[src/rtl/snap_trig_ctrl_if.sv]
// Snapshot BRAM write port: one registered write per accepted sample.
interface snap_trig_ctrl_if #(
    parameter int DW = 32,
    parameter int AW = 10
);
    logic [AW-1:0] bram_addr;
    logic [DW-1:0] bram_data;
    logic          bram_we;

    modport master (output bram_addr, output bram_data, output bram_we);
    modport slave  (input  bram_addr, input  bram_data, input  bram_we);
endinterface

[src/rtl/snap_trig_ctrl.sv]
// Snapshot capture controller: arms from software, triggers on an external edge or
// immediately, then writes a programmable-length burst of samples into a BRAM.
module snap_trig_ctrl #(
    parameter int DW = 32,
    parameter int AW = 10
) (
    input  logic                 user_clk,
    input  logic                 user_rst,
    input  logic [31:0]          ctrl,
    input  logic [DW-1:0]        din,
    input  logic                 din_valid,
    input  logic                 ext_trig,
    snap_trig_ctrl_if.master     wr,
    output logic [31:0]          status
);
    typedef enum logic [1:0] {IDLE, ARMED, CAPTURE, DONE} state_t;

    state_t        state, state_nx;
    logic          arm_q, ext_q;
    logic [AW:0]   count, count_nx;
    logic [AW-1:0] len_q, len_nx;
    logic [AW-1:0] addr_q, addr_nx;
    logic [DW-1:0] data_q, data_nx;
    logic          we_q, we_nx;
    logic [31:0]   status_nx;

    logic          arm, trig_sel, gate_en;
    logic [AW-1:0] len_m1;
    logic          accept, arm_rise, ext_rise, trig;
    logic          unused_ctrl_bits;

    assign arm      = ctrl[0];
    assign trig_sel = ctrl[1];
    assign gate_en  = ctrl[2];
    assign len_m1   = ctrl[AW+15:16];
    assign unused_ctrl_bits = ^{ctrl[31:AW+16], ctrl[15:3]};

    assign accept   = gate_en ? din_valid : 1'b1;
    assign arm_rise = arm & ~arm_q;
    assign ext_rise = ext_trig & ~ext_q;
    assign trig     = trig_sel | ext_rise;

    always_comb begin
        // NOTE: every output gets a default first so no path through the case infers a latch.
        state_nx = state;
        count_nx = count;
        len_nx   = len_q;
        addr_nx  = addr_q;
        data_nx  = data_q;
        we_nx    = 1'b0;

        case (state)
            IDLE: begin
                if (arm_rise) begin
                    state_nx = ARMED;
                    count_nx = '0;
                end
            end
            ARMED: begin
                // Abort takes priority over a trigger arriving in the same cycle.
                if (!arm) begin
                    state_nx = IDLE;
                end else if (trig) begin
                    len_nx = len_m1;
                    if (accept) begin
                        we_nx    = 1'b1;
                        addr_nx  = '0;
                        data_nx  = din;
                        count_nx = (AW+1)'(1);
                        state_nx = (len_m1 == '0) ? DONE : CAPTURE;
                    end else begin
                        count_nx = '0;
                        state_nx = CAPTURE;
                    end
                end
            end
            CAPTURE: begin
                if (!arm) begin
                    state_nx = IDLE;
                end else if (accept) begin
                    we_nx    = 1'b1;
                    addr_nx  = count[AW-1:0];
                    data_nx  = din;
                    count_nx = count + (AW+1)'(1);
                    if (count == {1'b0, len_q}) state_nx = DONE;
                end
            end
            DONE: begin
                if (arm_rise) begin
                    state_nx = ARMED;
                    count_nx = '0;
                end
            end
            default: state_nx = IDLE;
        endcase

        // Status is registered from next-state values so it changes on the same edge as the FSM.
        status_nx              = '0;
        status_nx[0]           = (state_nx == DONE);
        status_nx[1]           = (state_nx == ARMED);
        status_nx[2]           = (state_nx == CAPTURE);
        status_nx[AW+15:16]    = count_nx[AW-1:0];
    end

    // NOTE: sequential state uses non-blocking assignments so all registers update together.
    always_ff @(posedge user_clk or posedge user_rst) begin
        if (user_rst) begin
            state  <= IDLE;
            arm_q  <= 1'b0;
            ext_q  <= 1'b0;
            count  <= '0;
            len_q  <= '0;
            addr_q <= '0;
            data_q <= '0;
            we_q   <= 1'b0;
            status <= '0;
        end else begin
            state  <= state_nx;
            arm_q  <= arm;
            ext_q  <= ext_trig;
            count  <= count_nx;
            len_q  <= len_nx;
            addr_q <= addr_nx;
            data_q <= data_nx;
            we_q   <= we_nx;
            status <= status_nx;
        end
    end

    assign wr.bram_addr = addr_q;
    assign wr.bram_data = data_q;
    assign wr.bram_we   = we_q;
endmodule

[src/flat_wrapper.sv]
// flat-port wrapper written by rule: the top's interface ports become plain ports
module snap_trig_ctrl_flat 
#(
    parameter int DW = 32,
    parameter int AW = 10
)
  (user_clk, user_rst, ctrl, din, din_valid, ext_trig, status, wr_bram_addr, wr_bram_data, wr_bram_we);
  snap_trig_ctrl_if #(.DW(DW), .AW(AW)) wr_i ();
  input  logic user_clk;
  input  logic user_rst;
  input  logic [31:0] ctrl;
  input  logic [DW-1:0] din;
  input  logic din_valid;
  input  logic ext_trig;
  output logic [31:0] status;
  output wire logic [$bits(wr_i.bram_addr)-1:0] wr_bram_addr;
  output wire logic [$bits(wr_i.bram_data)-1:0] wr_bram_data;
  output wire logic [$bits(wr_i.bram_we)-1:0] wr_bram_we;
  assign wr_bram_addr = wr_i.bram_addr;
  assign wr_bram_data = wr_i.bram_data;
  assign wr_bram_we = wr_i.bram_we;
  snap_trig_ctrl #(.DW(DW), .AW(AW)) u_core (.user_clk(user_clk), .user_rst(user_rst), .ctrl(ctrl), .din(din), .din_valid(din_valid), .ext_trig(ext_trig), .wr(wr_i), .status(status));
endmodule
[config.mk]
export PLATFORM = sky130hd
export DESIGN_NAME = snap_trig_ctrl_flat
export DESIGN_NICKNAME = d
export VERILOG_FILES = /design/src/rtl/snap_trig_ctrl_if.sv /design/src/rtl/snap_trig_ctrl.sv /design/src/flat_wrapper.sv
export SDC_FILE = /design/constraint.sdc
export NUM_CORES = 1
export LEC_CHECK = 0
export CAP_MARGIN = 20
export CORE_UTILIZATION = 47
export DETAILED_ROUTE_END_ITERATION = 16
export DONT_BUFFER_PORTS = 1
export PLACE_DENSITY = 0.72
export SKIP_LAST_GASP = 1
export SLEW_MARGIN = 40
export SYNTH_ARGS = -nofsm -noshare
export SYNTH_HDL_FRONTEND = slang
export SYNTH_SLANG_ARGS = --single-unit
[constraint.sdc]
create_clock -name user_clk -period 2.84 [get_ports user_clk]
set_clock_uncertainty 0.15 [all_clocks]
set_input_delay 0.284 -clock user_clk [delete_from_list [all_inputs] [get_ports user_clk]]
set_output_delay 0.284 -clock user_clk [all_outputs]
set_load 0.02 [all_outputs]
==> results of run 1 <==
per-stage QoR:
step | instance area, sq um | utilization (%)
2_1_floorplan | 3471 | -
3_3_place_gp | 3324 | 48.13
3_5_place_dp | 3324 | 48.13
4_1_cts | 3988 | 57.74
5_1_grt | 3996 | 57.86
6_report | 3996 | 57.86
power groups by stage:
stage          Combinational, uW  Sequential [uW]  Clock (uW)
3_5_place_dp                 865             1860           0
3_3_place_gp                 827             1850           0
4_1_cts                      921             1840         879
2_1_floorplan                784             1770           0
5_1_grt                     1040             1880         933
6_report                     926             1840         854
kinds of logic (layout without fill, tap and decap cells):
family,after synthesis,in the layout,share of synthesized area [%]
compound gates,46,46,9.596
xor+xnor,10,10,3.015
fa+ha+maj,3,3,1.103
buf+inv,49,71,9.743
flops,71,71,52.21
mux,11,11,3.603
other cells,1,19,0.1102
simple gates,161,161,20.63
area by class of cell:
type | instances | area share, %
clock buffers | 10 | 3.193
well taps | 96 | 3.006
flip-flops and latches | 71 | 44.46
repair buffers | 51 | 12.40
clock inverters | 6 | 2.129
inverters | 4 | 0.3757
multi-input cells | 250 | 34.44
cells in the mapped netlist, drive strengths merged (2+ instances only):
cell / instances / area share [%]
o31ai: 3 / 0.66
o211a: 2 / 0.59
nor4: 3 / 0.55
inv: 4 / 0.44
and3: 5 / 0.96
a22o: 10 / 2.6
xnor2: 10 / 3.0
nand3: 5 / 0.74
and4: 2 / 0.51
o21ai: 17 / 2.5
o21bai: 2 / 0.44
a21oi: 4 / 0.59
nand4: 6 / 1.1
buf: 43 / 9.1
dfrtp: 71 / 52
mux2: 10 / 3.3
nor2: 14 / 1.5
nand2b: 6 / 1.1
nor3: 3 / 0.44
ha: 3 / 1.1
clkbuf: 2 / 0.22
and2: 2 / 0.37
nand2: 110 / 12
repair_timing:
action / CTS / global route
endpoints found under the hold margin: 65 / 0
resized for setup: 0 / 0
hold buffers: 45 / 0
layer usage:
layer,vias up,wire (microns)
li1,1196,-
met1,1209,3143
met2,107,3624
met3,11,559
met4,0,104
met5,-,0
worst min-delay path by stage:
| stage | startpoint | to | slack [ns] | depth (start not counted) |
|---|---|---|---|---|
| final | ctrl[0] | u_core.wr.bram_we$_DFF_PP0_ | 0.03 | 2 |
| after global routing | ctrl[0] | u_core.wr.bram_we$_DFF_PP0_ | 0.04 | 2 |
| after CTS | ctrl[0] | u_core.wr.bram_we$_DFF_PP0_ | 0.007 | 2 |
| after detailed placement | user_rst | u_core.wr.bram_data[22]$_DFFE_PP0P_ | 0.06 | 1 |
| after global placement | user_rst | u_core.wr.bram_data[22]$_DFFE_PP0P_ | 0.05 | 1 |
| after floorplan | ctrl[0] | u_core.arm_q$_DFF_PP0_ | 0.17 | 0 |
==> out/qor.yml, run 1 <==
outcome:
  status: "finished clean"
drt:
  drtPass1Iterations: 5
  wl_per_cell_microns: 15.23
  drt_iter0_markers: 154
  drc: 0
  wirelength_microns: 7430
  vias: 2523
  vias_per_cell: 5.170
  ant_nets: 0
placement:
  gp_congestion: 0.8455
  portBuffers: 0
  dp_hpwl_microns: 4802
  dp_cells: 427
  post-place-ws_ns: 0.5323
power_and_ir_drop:
  p_int_uw: 2226
  comb_power_share_pct: 25.6
  max-vdd-ir-drop_mv: 0.3681
  seqPwrFrac_pct: 50.9
  leakage_uw: 0.001937
  switchingPower_uw: 1397
  p_per_area_mw_per_mm2: 906.4
  power_uw: 3622
  p_sw_share_pct: 38.56
  clockPowerShare_pct: 23.6
global_routing:
  antenna_found_initial: 0
  grt_use_met2_pct: 32.50
  grt_pass1_wl_microns: 11410
  grt_pass1_vias: 2360
  use_met3_pct: 6.161
  top_usage_layer: "met2"
  grtUsageMet1_pct: 24.45
  grt-ovfl-total: 0
  track_usage_pct: 19.69
  grt_max_degree: 33
sta:
  fmax_mhz: 432.7
  slew_headroom_pct: 58.97
  fin_setup_tns_ns: 0
  drv_slew: 0
  whs_ns: 0.03099
  setup_viol_count_final: 0
  timing.final.ws_setup_ns: 0.5290
  fin_crit_sh_pct: 81.37
  final_hold_viol_count: 0
  tightest_slew_ns: 0.6132
  rsz0062_at_grt: "no"
  finalCriticalPeriod_ns: 2.311
synth:
  ys_seq_area_share_pct: 52.21
  synthArstFlopShare_pct: 100.0
  synth-edff-count: 0
  syn_area_per_cell_sq_um: 9.668
  synthCells: 352
  ys_types: 44
  ys.warnings.count: 0
  yosys_most_used_dff: "dfrtp_1"
  netlist_area_sq_mm: 0.003403
  synth-seq-cells: 71
critical_path:
  path_cells: "inv_1, ha_1, nand2b_1, o21ai_1, a31o_1, or3b_1, and3_1"
  crit_path_max_incr_delay_ns: 0.46
  crit_path_start_kind: "flip-flop"
  crit_required_ns: 2.92
  cp-end-kind: "flip-flop"
  slowest_stage: "ha_1"
  path_max_fanout: 14
  endpoint: "u_core.status[1]$_DFF_PP0_"
  path_depth: 7
  cpLargestDelayFamily: "simple AND/OR/NAND/NOR gates"
  reg2reg_to: "u_core.status[1]$_DFF_PP0_"
  reg2reg_slack_ns: 0.53
  crit_type: "reg -> reg"
  reg2reg_from: "u_core.state[1]$_DFF_PP0_"
  cp.arrival_ns: 2.39
  crit_buf_inv: 1
  cp-startpoint: "u_core.state[1]$_DFF_PP0_"
  r2r_cells: 7
die:
  core_region_area_sq_mm: 0.006907
  io_pins: 143
  dieArea_sq_mm: 0.007586
  die_width_microns: 87.10
  die_h_microns: 87.10
  start_util_pct: 49.28
  rows: 30
clocking:
  cts_num_sinks: 71
  cts_setup_buffers: 0
  clk_latency_ns: 0.33
  root_buffer: "clkbuf_8"
  clkTransAtPathRegs_ns: 0.07
  numCtsBuffers: 9
  cts_tree: "done"
  h-tree-depth: 3
  ctsLongestPathBuffers: 2
flow_run:
  drv_cap: 0
worst_hold_path:
  hold_path.class: "in -> reg"
layout:
  stdcell_count: 488
  final_common_cell: "nand2_1"
  layout-drive-gt1-share_pct: 9.949
  n_fill_cell: 560
  multi_input_area_sq_mm: 0.001376
  syn2layout_area_growth_pct: 17.43
  finalNetCount: 458
  n_antenna_cell: 0
  final_cell_mix: "nand2_1 (110), dfrtp_1 (71), dlygate4sd3_1 (45)"
  regArea_sq_mm: 0.001777
(Power assumes the default switching activity.)
==> run 2, diff against run 1 <==
clock period = 2.2 ns   (was 2.84 ns; I/O delays follow)
==> run 2 against run 1 <==
Net effect:
- power grew 36%
- maximum frequency grew 13%
- setup slack lost 0.38 ns
- sequential cell count is the same
- via count grew 3.1%
- global-route usage grew 1.1 points
- highest routed layer unchanged
- critical path type unchanged
- first-iteration DRC count grew 0.65%
- sequential power grew 28%
- hold slack lost 0.0058 ns
==> out/qor.yml, run 2 (synthesis results as in run 1) <==
sta:
  tightest_slew_ns: 0.6178  # +0.004675 ns
  setup_viol_count_final: 0  # unchanged
  whs_ns: 0.02517  # -0.005821 ns
  fmax_mhz: 487.9  # +13%
  slew_headroom_pct: 58.66  # -0.31 points
  timing.final.ws_setup_ns: 0.1502  # -0.3788 ns
  drv_slew: 0  # unchanged
  finalCriticalPeriod_ns: 2.050  # -0.2612 ns
  final_hold_viol_count: 0  # unchanged
  rsz0062_at_grt: "no"
  fin_setup_tns_ns: 0  # unchanged
  fin_crit_sh_pct: 93.17  # +12 points
drt:
  ant_nets: 0  # unchanged
  wirelength_microns: 7793  # +4.9%
  drtPass1Iterations: 4  # -1
  drc: 0  # unchanged
  drt_iter0_markers: 155  # +0.65%
  wl_per_cell_microns: 15.52  # +2.0%
  vias: 2600  # +3.1%
  vias_per_cell: 5.179  # +0.18%
clocking:
  cts_setup_buffers: 0  # unchanged
  clk_latency_ns: 0.34  # about the same
  root_buffer: "clkbuf_8"
  cts_num_sinks: 71  # unchanged
  h-tree-depth: 3  # unchanged
  hold_buffers: 46  # +2.2%
  numCtsBuffers: 9  # unchanged
  ctsLongestPathBuffers: 2  # unchanged
  clkTransAtPathRegs_ns: 0.07  # about the same
  cts_tree: "done"
  cts.repair.resized: 0  # unchanged
die:
  io_pins: 143  # unchanged
  core_region_area_sq_mm: 0.006907  # unchanged
  rows: 30  # unchanged
  die_h_microns: 87.10  # unchanged
  dieArea_sq_mm: 0.007586  # unchanged
  die_width_microns: 87.10  # unchanged
  start_util_pct: 49.28  # unchanged
power_and_ir_drop:
  switchingPower_uw: 1864  # +33%
  max-vdd-ir-drop_mv: 0.4833  # +31%
  p_sw_share_pct: 37.98  # -0.58 points
  seqPwrFrac_pct: 48.0  # -2.9 points
  p_per_area_mw_per_mm2: 1182  # +30%
  leakage_uw: 0.002039  # +5.2%
  clockPowerShare_pct: 25.5  # +1.9 points
  comb_power_share_pct: 26.5  # +0.9 points
  p_int_uw: 3045  # +37%
global_routing:
  antenna_found_initial: 0  # unchanged
  grt_pass1_vias: 2500  # +5.9%
  grt_pass1_wl_microns: 11860  # +3.9%
  grt-ovfl-total: 0  # unchanged
  grt_max_degree: 44  # +33%
  track_usage_pct: 20.82  # +1.1 points
critical_path:
  path_max_fanout: 5  # -9
  cp.arrival_ns: 2.13  # -0.26 ns
  slowest_stage: "or3b_1"
  crit_type: "reg -> reg"
  cp-startpoint: "u_core.state[1]$_DFF_PP0_"
  path_cells: "inv_1, ha_1, nand2b_1, o21ai_1, a31o_1, or3b_1, and3_1"
  crit_required_ns: 2.28  # -0.64 ns
  reg2reg_from: "u_core.state[1]$_DFF_PP0_"
  crit_path_max_incr_delay_ns: 0.41  # -0.05 ns
  crit_path_start_kind: "flip-flop"
  cp-end-kind: "flip-flop"
placement:
  gp_congestion: 0.8250  # -2.4%
  portBuffers: 0  # unchanged
  dp_hpwl_microns: 5157  # +7.4%
  post-place-ws_ns: 0.1780  # -0.3543 ns
layout:
  finalNetCount: 472  # +3.1%
  final_cell_mix: "nand2_1 (110), dfrtp_1 (71), dlygate4sd3_1 (46)"
  final_util_pct: 60.13  # +2.3 points
  final_common_cell: "nand2_1"
  layout-drive-gt1-share_pct: 13.05  # +3.1 points
  n_antenna_cell: 0  # unchanged
  syn2layout_area_growth_pct: 22.02
outcome:
  status: "finished clean"
flow_run:
  drv_cap: 0  # unchanged
worst_hold_path:
  worstHoldStart: "ctrl[0]"
  hold_path.class: "in -> reg"
==> run 2: path summary, 6_finish.rpt <==
path | end | slack [ns] | cells after the start
setup / recovery | u_core.status[1]$_DFF_PP0_ | 0.15 | 7
hold / removal | flip-flop | 0.03 | 3
setup reg to reg | u_core.status[1]$_DFF_PP0_ | 0.15 | 7
hold reg to reg | u_core.len_q[8]$_DFFE_PP0P_ | 0.38 | 1
max in group asynchronous | u_core.wr.bram_addr[4]$_DFFE_PP0P_ | 1.00 | 3
min in group asynchronous | u_core.wr.bram_data[23]$_DFFE_PP0P_ | 0.25 | 2
==> run 2: final cells by class <==
class / count / area [sq um]
fillers: 564 / 2754
well taps: 96 / 120.1
clock buffers: 9 / 123.9
repair buffers: 65 / 628.1
flip-flops and latches: 71 / 1777
inverters: 4 / 15.01
multi-input cells: 250 / 1368
clock inverters: 7 / 121.4
==> run 2: power groups by stage <==
| stage | clock network, uW | registers (uW) | logic [uW] |
|---|---|---|---|
| 6_report | 1250 | 2360 | 1300 |
| 3_3_place_gp | 0 | 2360 | 1160 |
| 4_1_cts | 1290 | 2350 | 1290 |
| 2_1_floorplan | 0 | 2290 | 1010 |
| 5_1_grt | 1340 | 2400 | 1450 |
| 3_5_place_dp | 0 | 2380 | 1220 |
==> run 2: metal layers <==
layer | GRT usage, % | wire, microns | vias to the layer above
met1 | 24.83 | 3236 | 1269
met5 | 0 | 0 | -
li1 | - | - | 1221
met3 | 4.265 | 470 | 10
met2 | 35.58 | 3974 | 100
met4 | 10.88 | 112 | 0
==> run 2: metrics by stage <==
step	area [sq um]	power, uW	cells
6_report	4153	4909	502
5_1_grt	4153	5192	502
4_1_cts	4153	4929	502
3_5_place_dp	3447	3597	440
3_3_place_gp	3447	3516	440
2_1_floorplan	3471	3301	370
==> run 2: worst max-delay path, delay by kind of cell (launching register included) <==
family	cells	cell delay [ns]
DFF	1	0.38
and+or+nand+nor	3	0.77
AOI/OAI and AO/OA	2	0.33
buffers and inverters	1	0.07
adders and majority gates	1	0.23
==> run 3, diff against run 2 <==
CORE_UTILIZATION = 55   (was 47)
PLACE_DENSITY = 0.8   (was 0.72)
REMOVE_ABC_BUFFERS = 1   (was not set)
==> run 3 against run 2 <==
Net effect:
- utilization grew 8.7 points
- critical endpoint unchanged
- highest routed layer unchanged
- global-route usage increased by 6.2 points
- die area down 14%
- sequential share of layout area up 0.57 points
- critical path depth stayed put
- via count rose by 3.6%
- cell area shrank 1.3%
==> out/qor.yml, run 3 (synthesis results as in run 1) <==
outcome:
  status: "finished clean"
placement:
  post-place-ws_ns: 0.1325  # -0.04555 ns
  gp_congestion: 0.8414  # +2.0%
  dp_cells: 420  # -4.5%
  dp_hpwl_microns: 5065  # -1.8%
  portBuffers: 0  # unchanged
power_and_ir_drop:
  max-vdd-ir-drop_mv: 0.6689  # +38%
  p_per_area_mw_per_mm2: 1140  # -3.5%
  leakage_uw: 0.002022  # -0.83%
die:
  rows: 28  # -6.7%
  start_util_pct: 57.14  # +7.9 points
  dieArea_sq_mm: 0.006506  # -14%
  io_pins: 143  # unchanged
  core_region_area_sq_mm: 0.005956  # -14%
  die_width_microns: 80.66  # -7.4%
  die_h_microns: 80.66  # -7.4%
drt:
  ant_nets: 0  # unchanged
  vias: 2694  # +3.6%
  drtPass1Iterations: 4  # unchanged
  wl_per_cell_microns: 16.85  # +8.5%
  drc: 0  # unchanged
  wirelength_microns: 8121  # +4.2%
  drt_iter0_markers: 267  # +72%
  vias_per_cell: 5.589  # +7.9%
clocking:
  root_buffer: "clkbuf_8"
  cts_setup_buffers: 0  # unchanged
  cts_num_sinks: 71  # unchanged
  clkTransAtPathRegs_ns: 0.08  # about the same
  numCtsBuffers: 9  # unchanged
  h-tree-depth: 3  # unchanged
  ctsLongestPathBuffers: 2  # unchanged
  cts_tree: "done"
  clk_latency_ns: 0.34  # about the same
sta:
  final_hold_viol_count: 0  # unchanged
  rsz0062_at_grt: "no"
  whs_ns: 0.03632  # +0.01116 ns
  fmax_mhz: 483.4  # -0.92%
  setup_viol_count_final: 0  # unchanged
  fin_crit_sh_pct: 94.04  # +0.87 points
  drv_slew: 0  # unchanged
  timing.final.ws_setup_ns: 0.1311  # -0.01909 ns
  finalCriticalPeriod_ns: 2.069  # +0.01909 ns
layout:
  stdcell_count: 482  # -4.0%
  finalNetCount: 473  # +0.21%
  syn2layout_area_growth_pct: 20.40
  n_antenna_cell: 0  # unchanged
  final_common_cell: "nand2_1"
  layout-drive-gt1-share_pct: 13.51  # +0.46 points
  final_cell_mix: "nand2_1 (110), dfrtp_1 (71), dlygate4sd3_1 (46)"
global_routing:
  grt_pass1_wl_microns: 13030  # +9.9%
  antenna_found_initial: 0  # unchanged
  track_usage_pct: 27.03  # +6.2 points
  grt_pass1_vias: 2723  # +8.9%
  grt_max_degree: 72  # +64%
  grt-ovfl-total: 0  # unchanged
worst_hold_path:
  hold_path.class: "in -> reg"
critical_path:
  crit_path_start_kind: "flip-flop"
  cp-end-kind: "flip-flop"
  crit_required_ns: 2.28  # about the same
  reg2reg_slack_ns: 0.13  # -0.02 ns
  crit_type: "reg -> reg"
  cp.arrival_ns: 2.15  # +0.02 ns
  path_max_fanout: 8  # +3
flow_run:
  drv_cap: 0  # unchanged
-- run 3: changes by cell type in the layout (fill, tap and decap cells not counted), sizes merged --
cell      previous run  this run
buf                 19        20
bufinv               3         0
clkbuf               9        12
clkinv               4         2
clkinvlp             0         2
-- run 3: what timing repair did --
item	4_1_cts	5_1_grt
resized for setup	0	1
hold endpoints to repair	118	0
hold buffers	46	0
endpoints found under the setup margin	0	2
-- run 3: routing by layer --
| layer | track usage, % | wire length (microns) | part of all wire (%) | vias to the layer above |
|---|---|---|---|---|
| met2 | 43.47 | 4147 | 51 | 116 |
| met3 | 6.818 | 541 | 6.7 | 25 |
| met4 | 15.18 | 295 | 3.6 | 0 |
| li1 | - | - | - | 1228 |
| met1 | 32.94 | 3137 | 39 | 1325 |
| met5 | 0 | 0 | 0 | - |
-- run 3: metrics by stage --
step	TNS (ns)	total power, uW	util (%)	instance area (sq um)
2_1_floorplan	-25.27	3199	-	3154
3_5_place_dp	0	3607	57.77	3441
3_3_place_gp	0	3517	57.77	3441
4_1_cts	0	4665	68.76	4095
6_report	0	4672	68.80	4098
5_1_grt	0	4944	68.80	4098
-- run 3: final timing paths --
path,start,endpoint,depth (start not counted)
worst max-delay path,u_core.state[1]$_DFF_PP0_,u_core.status[1]$_DFF_PP0_,7
worst min-delay path,ctrl[0],flip-flop,3
worst max register to register,u_core.state[1]$_DFF_PP0_,u_core.status[1]$_DFF_PP0_,7
worst min register to register,u_core.count[10]$_DFFE_PP0P_,u_core.count[10]$_DFFE_PP0P_,1
max in group asynchronous,user_rst,u_core.len_q[8]$_DFFE_PP0P_,3
min in group asynchronous,user_rst,u_core.wr.bram_data[2]$_DFFE_PP0P_,3
-- run 3: power by group --
| part | total, uW | switching, uW | leakage [uW] | internal [uW] |
|---|---|---|---|---|
| Sequential | 2370 | 664 | 0.000921 | 1710 |
| Clock | 996 | 494 | 0.0000946 | 502 |
| Combinational | 1310 | 716 | 0.00101 | 589 |
-- run 3: critical path, cell delays in order, from the launching register on --
cell and delay (ns):
dfrtp_1 0.40, inv_1 0.08, ha_2 0.25, nand2b_1 0.15
o21ai_1 0.09, a31o_1 0.23, or3b_1 0.41, and3_1 0.19
-- run 3: cell type report --
class | count | area, sq um
clock buffers | 12 | 165.2
clock inverters | 4 | 28.78
fillers | 440 | 1858
inverters | 4 | 15.01
multi-input cells | 250 | 1370
flip-flops and latches | 71 | 1777
well taps | 75 | 93.84
repair buffers | 66 | 648.1
